$ cat src/rtl/dot11_tx_sched.sv
// Frame scheduler for the dot11_tx engine: round-robin queue grant, start/done
// handshake with watchdog, engine reset on timeout, and inter-frame gap.
//
// state   | meaning
// --------+------------------------------------------------------------
// IDLE    | no frame; wait for enable & any request
// ARB     | pick next queue round-robin, latch grant and seed
// START   | one-cycle phy_tx_start pulse
// WAIT_ST | wait for phy_tx_started, bounded by START_TO
// WAIT_DN | wait for phy_tx_done, bounded by DONE_TO
// ENG_RST | err_pulse cycle, then phy_tx_arest for RST_CYC cycles
// GAP     | IFS_CYC idle cycles before the next arbitration
module dot11_tx_sched #(
   parameter int NUM_Q    = 4,
   parameter int START_TO = 64,
   parameter int DONE_TO  = 100000,
   parameter int IFS_CYC  = 16,
   parameter int RST_CYC  = 4
) (
   input  logic                     clk,
   input  logic                     tx_arest_n,
   input  logic                     enable,
   input  logic [NUM_Q-1:0]         req,
   output logic [NUM_Q-1:0]         grant,
   output logic [$clog2(NUM_Q)-1:0] grant_idx,
   output logic [NUM_Q-1:0]         done_pulse,
   output logic [NUM_Q-1:0]         err_pulse,
   output logic                     busy,
   output logic                     phy_tx_start,
   input  logic                     phy_tx_started,
   input  logic                     phy_tx_done,
   output logic                     phy_tx_arest,
   output logic [6:0]               init_pilot_scram_state,
   output logic [6:0]               init_data_scram_state
);

   localparam int              IW        = $clog2(NUM_Q);
   localparam logic [16:0]     CNT_MAX   = '1;
   localparam logic [16:0]     START_LIM = 17'(START_TO);
   localparam logic [16:0]     DONE_LIM  = 17'(DONE_TO);
   localparam logic [16:0]     RST_LIM   = 17'(RST_CYC);
   localparam logic [16:0]     IFS_LAST  = 17'(IFS_CYC - 1);
   localparam logic [IW-1:0]   LAST_Q    = IW'(NUM_Q - 1);
   localparam logic [6:0]      SEED_RST  = 7'h7F;

   typedef enum logic [2:0] {
      S_IDLE,
      S_ARB,
      S_START,
      S_WAIT_ST,
      S_WAIT_DN,
      S_ENG_RST,
      S_GAP
   } state_t;

   state_t            state, state_nxt;
   logic [16:0]       cnt, cnt_nxt, cnt_inc;
   logic [IW-1:0]     rr_ptr, rr_nxt;
   logic [IW-1:0]     win_idx, cand, idx_nxt;
   logic              win_found;
   logic [NUM_Q-1:0]  grant_nxt, done_nxt, err_nxt;
   logic [6:0]        seed, seed_nxt;

   assign init_pilot_scram_state = 7'h7F;
   assign init_data_scram_state  = seed;

   // First requesting queue at or after rr_ptr, wrapping modulo NUM_Q.
   always_comb begin
      win_found = 1'b0;
      win_idx   = '0;
      cand      = '0;
      for (int i = 0; i < NUM_Q; i++) begin
         if (int'(rr_ptr) + i >= NUM_Q)
            cand = IW'(int'(rr_ptr) + i - NUM_Q);
         else
            cand = IW'(int'(rr_ptr) + i);
         if (!win_found && req[cand]) begin
            win_found = 1'b1;
            win_idx   = cand;
         end
      end
   end

   assign cnt_inc = (cnt == CNT_MAX) ? cnt : cnt + 17'd1;

   always_comb begin
      state_nxt = state;
      cnt_nxt   = cnt_inc;
      rr_nxt    = rr_ptr;
      idx_nxt   = grant_idx;
      seed_nxt  = seed;
      grant_nxt = grant;
      done_nxt  = '0;
      err_nxt   = '0;

      // grant is held through the pulse cycle and dropped right after it
      if (|done_pulse || |err_pulse)
         grant_nxt = '0;

      case (state)
         S_IDLE: begin
            cnt_nxt = '0;
            if (enable && |req)
               state_nxt = S_ARB;
         end
         S_ARB: begin
            cnt_nxt = '0;
            if (win_found) begin
               grant_nxt          = '0;
               grant_nxt[win_idx] = 1'b1;
               idx_nxt            = win_idx;
               rr_nxt             = (win_idx == LAST_Q) ? '0 : win_idx + 1'b1;
               seed_nxt           = {seed[5:0], seed[6] ^ seed[3]};
               state_nxt          = S_START;
            end else begin
               state_nxt = S_IDLE;
            end
         end
         S_START: begin
            state_nxt = S_WAIT_ST;
         end
         S_WAIT_ST: begin
            if (phy_tx_started && phy_tx_done) begin
               done_nxt  = grant;
               cnt_nxt   = '0;
               state_nxt = S_GAP;
            end else if (phy_tx_started) begin
               cnt_nxt   = '0;
               state_nxt = S_WAIT_DN;
            end else if (cnt_inc == START_LIM) begin
               err_nxt   = grant;
               cnt_nxt   = '0;
               state_nxt = S_ENG_RST;
            end
         end
         S_WAIT_DN: begin
            if (phy_tx_done) begin
               done_nxt  = grant;
               cnt_nxt   = '0;
               state_nxt = S_GAP;
            end else if (cnt_inc == DONE_LIM) begin
               err_nxt   = grant;
               cnt_nxt   = '0;
               state_nxt = S_ENG_RST;
            end
         end
         S_ENG_RST: begin
            // cycle 0 carries err_pulse; cycles 1..RST_CYC carry phy_tx_arest
            if (cnt == RST_LIM) begin
               cnt_nxt   = '0;
               state_nxt = S_GAP;
            end
         end
         S_GAP: begin
            if (cnt == IFS_LAST) begin
               cnt_nxt   = '0;
               state_nxt = S_IDLE;
            end
         end
         default: begin
            cnt_nxt   = '0;
            state_nxt = S_IDLE;
         end
      endcase
   end

   always_ff @(posedge clk or negedge tx_arest_n) begin
      if (!tx_arest_n) begin
         state        <= S_IDLE;
         cnt          <= '0;
         rr_ptr       <= '0;
         seed         <= SEED_RST;
         grant        <= '0;
         grant_idx    <= '0;
         done_pulse   <= '0;
         err_pulse    <= '0;
         busy         <= 1'b0;
         phy_tx_start <= 1'b0;
         phy_tx_arest <= 1'b0;
      end else begin
         state        <= state_nxt;
         cnt          <= cnt_nxt;
         rr_ptr       <= rr_nxt;
         seed         <= seed_nxt;
         grant        <= grant_nxt;
         grant_idx    <= idx_nxt;
         done_pulse   <= done_nxt;
         err_pulse    <= err_nxt;
         busy         <= (state_nxt != S_IDLE);
         phy_tx_start <= (state_nxt == S_START);
         phy_tx_arest <= (state == S_ENG_RST) && (state_nxt == S_ENG_RST);
      end
   end

endmodule
$ cat config.mk
export PLATFORM = sky130hd
export DESIGN_NAME = dot11_tx_sched
export DESIGN_NICKNAME = d
export VERILOG_FILES = /design/src/rtl/dot11_tx_sched.sv
export SDC_FILE = /design/constraint.sdc
export NUM_CORES = 1
export LEC_CHECK = 0
export ABC_AREA = 1
export CAP_MARGIN = 0
export CORE_MARGIN = 4
export CORE_UTILIZATION = 23
export CTS_CLUSTER_DIAMETER = 100
export CTS_CLUSTER_SIZE = 16
export DETAILED_ROUTE_END_ITERATION = 16
export PLACE_DENSITY_LB_ADDON = 0.15
export SETUP_SLACK_MARGIN = 0.3
export SYNTH_ARGS = -nofsm -noshare
export SYNTH_HDL_FRONTEND = slang
export SYNTH_SLANG_ARGS = --single-unit
$ cat constraint.sdc
create_clock -name clk -period 6.3 [get_ports clk]
set_clock_uncertainty 0.15 [all_clocks]
set_input_delay 1.26 -clock clk [delete_from_list [all_inputs] [get_ports clk]]
set_output_delay 1.26 -clock clk [all_outputs]
set_load 0.01 [all_outputs]
**After elaboration in Yosys (flattened, before gate mapping)**

Cells that the tools add are included.

- Add/subtract/negate cells: 9
- Reduce and logical (&&, ||, !) cells: 17
- Order comparisons: 10
- Equal/unequal tests: 14
- Bitwise operators: 1
- Muxes and demuxes: 54

Operators by type and width:

| cell | count |
|---|---|
| 2-to-1 mux 17 bit | 8 |
| one-hot mux 17 bit (5 select lines) | 1 |
| 2-to-1 mux 4 bit | 10 |
| == test 17 bit (second input constant) | 2 |
| 2-to-1 mux 3 bit | 8 |
| one-hot mux 3 bit (7 select lines) | 1 |
| 2-to-1 mux 2 bit | 10 |
| adder 17 x 1 -> 17 bit (second input constant) | 1 |
| == test 17 x 3 -> 1 bit (second input constant) | 1 |
| == test 17 x 4 -> 1 bit (second input constant) | 1 |
| == test 17 x 7 -> 1 bit (second input constant) | 1 |
| one-hot mux 4 bit (2 select lines) | 2 |
| < comparator 2 x 3 -> 1 bit (second input constant) | 5 |
| == test 3 bit (second input constant) | 4 |
| OR reduction 4 bit | 3 |
| == test 3 x 2 -> 1 bit (second input constant) | 3 |
| >= comparator 3 bit (second input constant) | 3 |
| 2-to-1 mux 1 bit | 9 |
| binary-select mux 1 bit (select 2 bit) | 4 |
| subtractor 2 x 1 -> 2 bit (second input constant) | 4 |
| logical AND 1 bit | 7 |
| adder 2 x 2 -> 3 bit (second input constant) | 2 |
| adder 2 x 1 -> 3 bit (second input constant) | 1 |
| == test 3 x 1 -> 1 bit (second input constant) | 1 |
| other kinds (11) | 13 |

- Bits of input ports: 9
- Register bits after elaboration: 46
- Word-level logic and storage cells: 116
- Output and inout port bits: 31

**Depth between registers and ports, before layout**

- Depth in word-level cells: 20
- Gate-level depth with buffers: 17
- Mapped depth without buffers: 17

**Worst setup path after synthesis**

OpenSTA, ideal clock, no wires.

- Kind: in2reg
- Start: in req[1]
- End: reg rr_ptr[1]
- Stages: 14
- Buffers on the path: 0
- Slack: 3.392 ns
- Required time: 6.067 ns
- Data arrival time: 2.675 ns
- Library setup time: 0.083 ns
- Path through: inv_1 -> nand2_1 -> o21ai_0 -> or2_2 -> nand2_1 -> inv_1 -> nand2_1 -> nor2_1 -> nand2_1 -> o2111ai_1 -> o21ai_1 -> inv_1 -> ha_1 -> o21ai_0

- Cells in the longest elaborated chain, start to end: 14
- Elaborated cells on any way between the ends: 26
- Those cells by class: add/sub (1); eq/ne (1); mux (17); reduce/logical (7)

Ends and longest elaborated chain:

| what | line | text |
|---|---|---|
| from (decl) | 23 | `input logic [NUM_Q-1:0] req,` |
| binary-select mux 1 bit (select 2 bit) | 77 | `if (!win_found && req[cand]) begin` |
| 2-to-1 mux 1 bit (implied by the code) | 77 |  |
| 2-to-1 mux 1 bit | 77 |  |
| logical NOT 1 bit | 77 |  |
| logical AND 1 bit | 77 |  |
| 2-to-1 mux 1 bit | 77 |  |
| logical NOT 1 bit | 77 |  |
| logical AND 1 bit | 77 |  |
| 2-to-1 mux 1 bit | 77 |  |
| logical NOT 1 bit | 77 |  |
| logical AND 1 bit | 77 |  |
| 2-to-1 mux 2 bit (*) | 77 |  |
| named net win_idx[1] | 59 | `logic [IW-1:0] win_idx, cand, idx_nxt;` |
| adder 2 x 1 -> 2 bit / == test 2 bit (equally long branches) | 112 | `rr_nxt = (win_idx == LAST_Q) ? '0 : win_idx + 1'b1;` |
| 2-to-1 mux 2 bit (*) | 112 |  |
| to (signal assigned) | 183 | `rr_ptr <= rr_nxt;` |
| to (decl) | 58 | `logic [IW-1:0] rr_ptr, rr_nxt;` |

The timed path passes the listed nets; every way through them passes the cells marked *. The select of a mux whose other input is x is not followed.
A chain may end at the register's enable or synchronous reset.

**Worst setup path after layout**

- Start: in req[0]
- End: reg rr_ptr[0]

- Cells in the longest elaborated chain, start to end: 14
- Elaborated cells on any way between the ends: 26
- Those cells by class: add/sub (1); eq/ne (1); mux (17); reduce/logical (7)

Ends and longest elaborated chain:

| what | line |
|---|---|
| binary-select mux 1 bit (select 2 bit) | 77 |
| 2-to-1 mux 1 bit (implied by the code) | 77 |
| 2-to-1 mux 1 bit | 77 |
| logical NOT 1 bit | 77 |
| logical AND 1 bit | 77 |
| 2-to-1 mux 1 bit | 77 |
| logical NOT 1 bit | 77 |
| logical AND 1 bit | 77 |
| 2-to-1 mux 1 bit | 77 |
| logical NOT 1 bit | 77 |
| logical AND 1 bit | 77 |
| 2-to-1 mux 2 bit | 77 |
| adder 2 x 1 -> 2 bit / == test 2 bit (equally long branches) | 112 |
| 2-to-1 mux 2 bit | 112 |

Parallel ways exist; a longest one is shown, timed or not. The select of a mux whose other input is x is not followed.

==> run_results.csv <==
group,metric,value,unit
logic_synthesis,synth-edff-count,0,
sta,rsz0062_at_grt,"no",
routing,wl_per_cell,12.3,um
clock_tree,numCtsBuffers,5,
floorplan,pin_count,40,
finish,final_common_cell,"nand2_1",
clock_tree,clock_sinks,46,
routing,first_pass_iters,4,
placed_design,routabilityCongestion,0.846,
sta,worst_pin_slew,0.794,ns
sta,finalHoldViolCount,0,
clock_tree,clock_latency,0.29,ns
placed_design,port_buffers,32,
global_routing,grt_start_max_net_pins,47,
finish,diodes,0,
routing,drtAntennaViolNets,0,
routing,dr_wl_met2,3540,um
run_status,status,"finished clean",
global_routing,grt_antenna_before_repair,0,
pwr,peakVddDrop,0.131,mV
routing,vias_per_cell,4.14,
clock_tree,cts_tree,"yes",
setup_path,crit_path_max_fanout,19,
hold_path,min_path_type,"reg -> reg",
sta,finalSetupTns,0,ns
logic_synthesis,synthCells,430,
routing,drt_iter0_markers,109,
sta,finalMaxSlewViolations,0,
setup_path,worst_path_max_delay_cell,"clkinv_1",
setup_path,worstPathRequired,6.38,ns
sta,setup_viol,0,
finish,utilization,0.284,
logic_synthesis,syn_avg_cell_area,6.99,sq um
finish,area_delta_synth_final,20.1,%
logic_synthesis,syn_area,3010,sq um
logic_synthesis,synth_ff_type,"dfrtp_1",
floorplan,core.rowCount,41,
routing,drt_wl_total,7820,um
setup_path,worstSetupEndpointType,"flip-flop",
clock_tree,ctsHoldBuffers,0,
sta,fin_crit_sh,0.547,
pwr,p_per_area,349,nW/um^2
routing,vias,2627,
finish,fillCellCount,1458,
clock_tree,clockBufferDepth,2,
logic_synthesis,synthArstFlopShare,1.00,
floorplan,initial_core_util,0.236,
clock_tree,cts_setup_buffers,0,
setup_path,critPathKind,"in -> reg",
floorplan,die_w,122,um
routing,drt-met1-wl,3930,um
job,cap_violations,0,
sta,relSlewSlack,0.468,
clock_tree,cts_resized,0,
routing,routed.top_layer,"met4",
clock_tree,cts_root_buffer,"clkbuf_16",
logic_synthesis,yosysWarnings,0,
global_routing,grt_usage,0.110,
logic_synthesis,ys_ff_latch,46,
logic_synthesis,synth_cell_type_count,34,
placed_design,dpl.hpwl,6120,um
finish,most-common-layout-cells,"nand2_1 (111), nor2_1 (65), inv_1 (64)",
logic_synthesis,synth.yosys.seq_area_share,0.386,
finish,nets,476,
clock_tree,clk_pin_slew,0.07,ns
floorplan,core-area,12700,sq um
floorplan,die_area,15000,sq um
routing,drc_errors,0,
setup_path,arrival,3.52,ns
floorplan,die_y,122,um
finish,drive_gt1_frac,0.104,
routing,wl_met3,285,um
global_routing,grt_pass1_wl,13200,um
sta,min_period,3.44,ns
pwr,leakage,1.72,nW
setup_path,cp-start-kind,"input pin",
clock_tree,htreeDepth,2,
setup_path,crit_chain,"clkdlybuf4s50_1 -> nor4_1 -> nor2_1 -> clkinv_1 -> nor2_1 -> nand2_1 -> nand2_1",
sta,max_freq,290,MHz
global_routing,grt_pass1_vias,2655,
setup_path,slowest_delay,0.64,ns
global_routing,grt_overflow,0,
-- area by class of cell --
type,count,area (sq um),share of cell area
repair buffers,33,323,0.0894
clock buffers,5,125,0.0347
multi-input cells,310,1520,0.421
well taps,172,215,0.0596
flip-flops and latches,46,1160,0.321
inverters,65,244,0.0676
clock inverters,3,25.0,0.00693
-- sequential cells by signal (all words and copies together) (netlist names) --
register               count
phy_tx_arest               1
rr_ptr                     2
done_pulse                 4
init_data_scram_state      7
cnt                       17
err_pulse                  4
grant                      4
busy                       1
phy_tx_start               1
state                      3
grant_idx                  2
-- worst max-delay path: cells and delay by family --
family	cells	cell delay [ns]
buf+inv	2	1.14
simple gates	5	1.11
-- power by group --
| group | switching [W] | leakage, nW | internal (W) | total [W] |
|---|---|---|---|---|
| Combinational | 0.000334 | 1.05 | 0.000213 | 0.000548 |
| Clock | 0.000122 | 0.0704 | 0.000149 | 0.000271 |
| Sequential | 0.0000694 | 0.598 | 0.000372 | 0.000441 |
| Total | 0.000526 | 1.72 | 0.000734 | 0.00126 |
-- metal layers --
metal  GRT usage  vias up
met4      0.0210        0
met1       0.152     1197
li1            -     1377
met5           0        -
met3      0.0226        6
met2       0.180       47
-- final timing paths --
path / slack (ns) / startpoint / cells past startpoint / end
worst max-delay path: 2.86 / req[0] / 7 / rr_ptr[0]$_DFFE_PN0P_
worst min-delay path: 0.34 / grant_idx[0]$_DFFE_PN0P_ / 2 / grant_idx[0]$_DFFE_PN0P_
worst max register to register: 3.18 / cnt[0]$_DFF_PN0_ / 15 / cnt[11]$_DFF_PN0_
worst min register to register: 0.34 / grant_idx[0]$_DFFE_PN0P_ / 2 / grant_idx[0]$_DFFE_PN0P_
max in group asynchronous: 4.66 / tx_arest_n / 2 / done_pulse[1]$_DFF_PN0_
min in group asynchronous: 0.91 / tx_arest_n / 2 / cnt[2]$_DFF_PN0_
-- synth_stat cells (3+ instances only) --
| cell | number | area (sq um) |
|---|---|---|
| nor3_1 | 5 | 25.0 |
| nor4_1 | 3 | 18.8 |
| clkbuf_1 | 5 | 18.8 |
| buf_4 | 8 | 60.1 |
| dfrtp_1 | 39 | 976 |
| nand3_2 | 4 | 40.0 |
| nor2_1 | 65 | 244 |
| nand2_1 | 111 | 417 |
| nand3_1 | 34 | 170 |
| dfstp_2 | 7 | 184 |
| nor2_4 | 5 | 56.3 |
| a21oi_1 | 5 | 25.0 |
| xor2_1 | 8 | 70.1 |
| nor2_2 | 12 | 75.1 |
| ha_1 | 6 | 75.1 |
| nand2_2 | 6 | 37.5 |
| inv_1 | 64 | 240 |
| o21ai_0 | 17 | 85.1 |
| nand4_1 | 11 | 68.8 |
-- metrics by stage --
| step | setup WS [ns] | hold slack, ns | instance area (sq um) | std cells | total power [W] |
|---|---|---|---|---|---|
| floorplan | 3.39 | 0.325 | 3030 | 436 | 0.000826 |
| global placement | 2.68 | 0.337 | 3460 | 626 | 0.00100 |
| detailed placement | 2.59 | 0.323 | 3460 | 626 | 0.00100 |
| CTS | 2.87 | 0.341 | 3610 | 634 | 0.00129 |
| global route | 2.45 | 0.348 | 3610 | 634 | 0.00138 |
| finish | 2.86 | 0.340 | 3610 | 634 | 0.00126 |
-- cells by family after synthesis --
family          share of synthesized area
other cells                       0.00125
flops                               0.386
xor+xnor                           0.0262
fa+ha+maj                          0.0250
simple gates                        0.396
compound gates                     0.0491
buf+inv                             0.116
(Power assumes the default switching activity.)
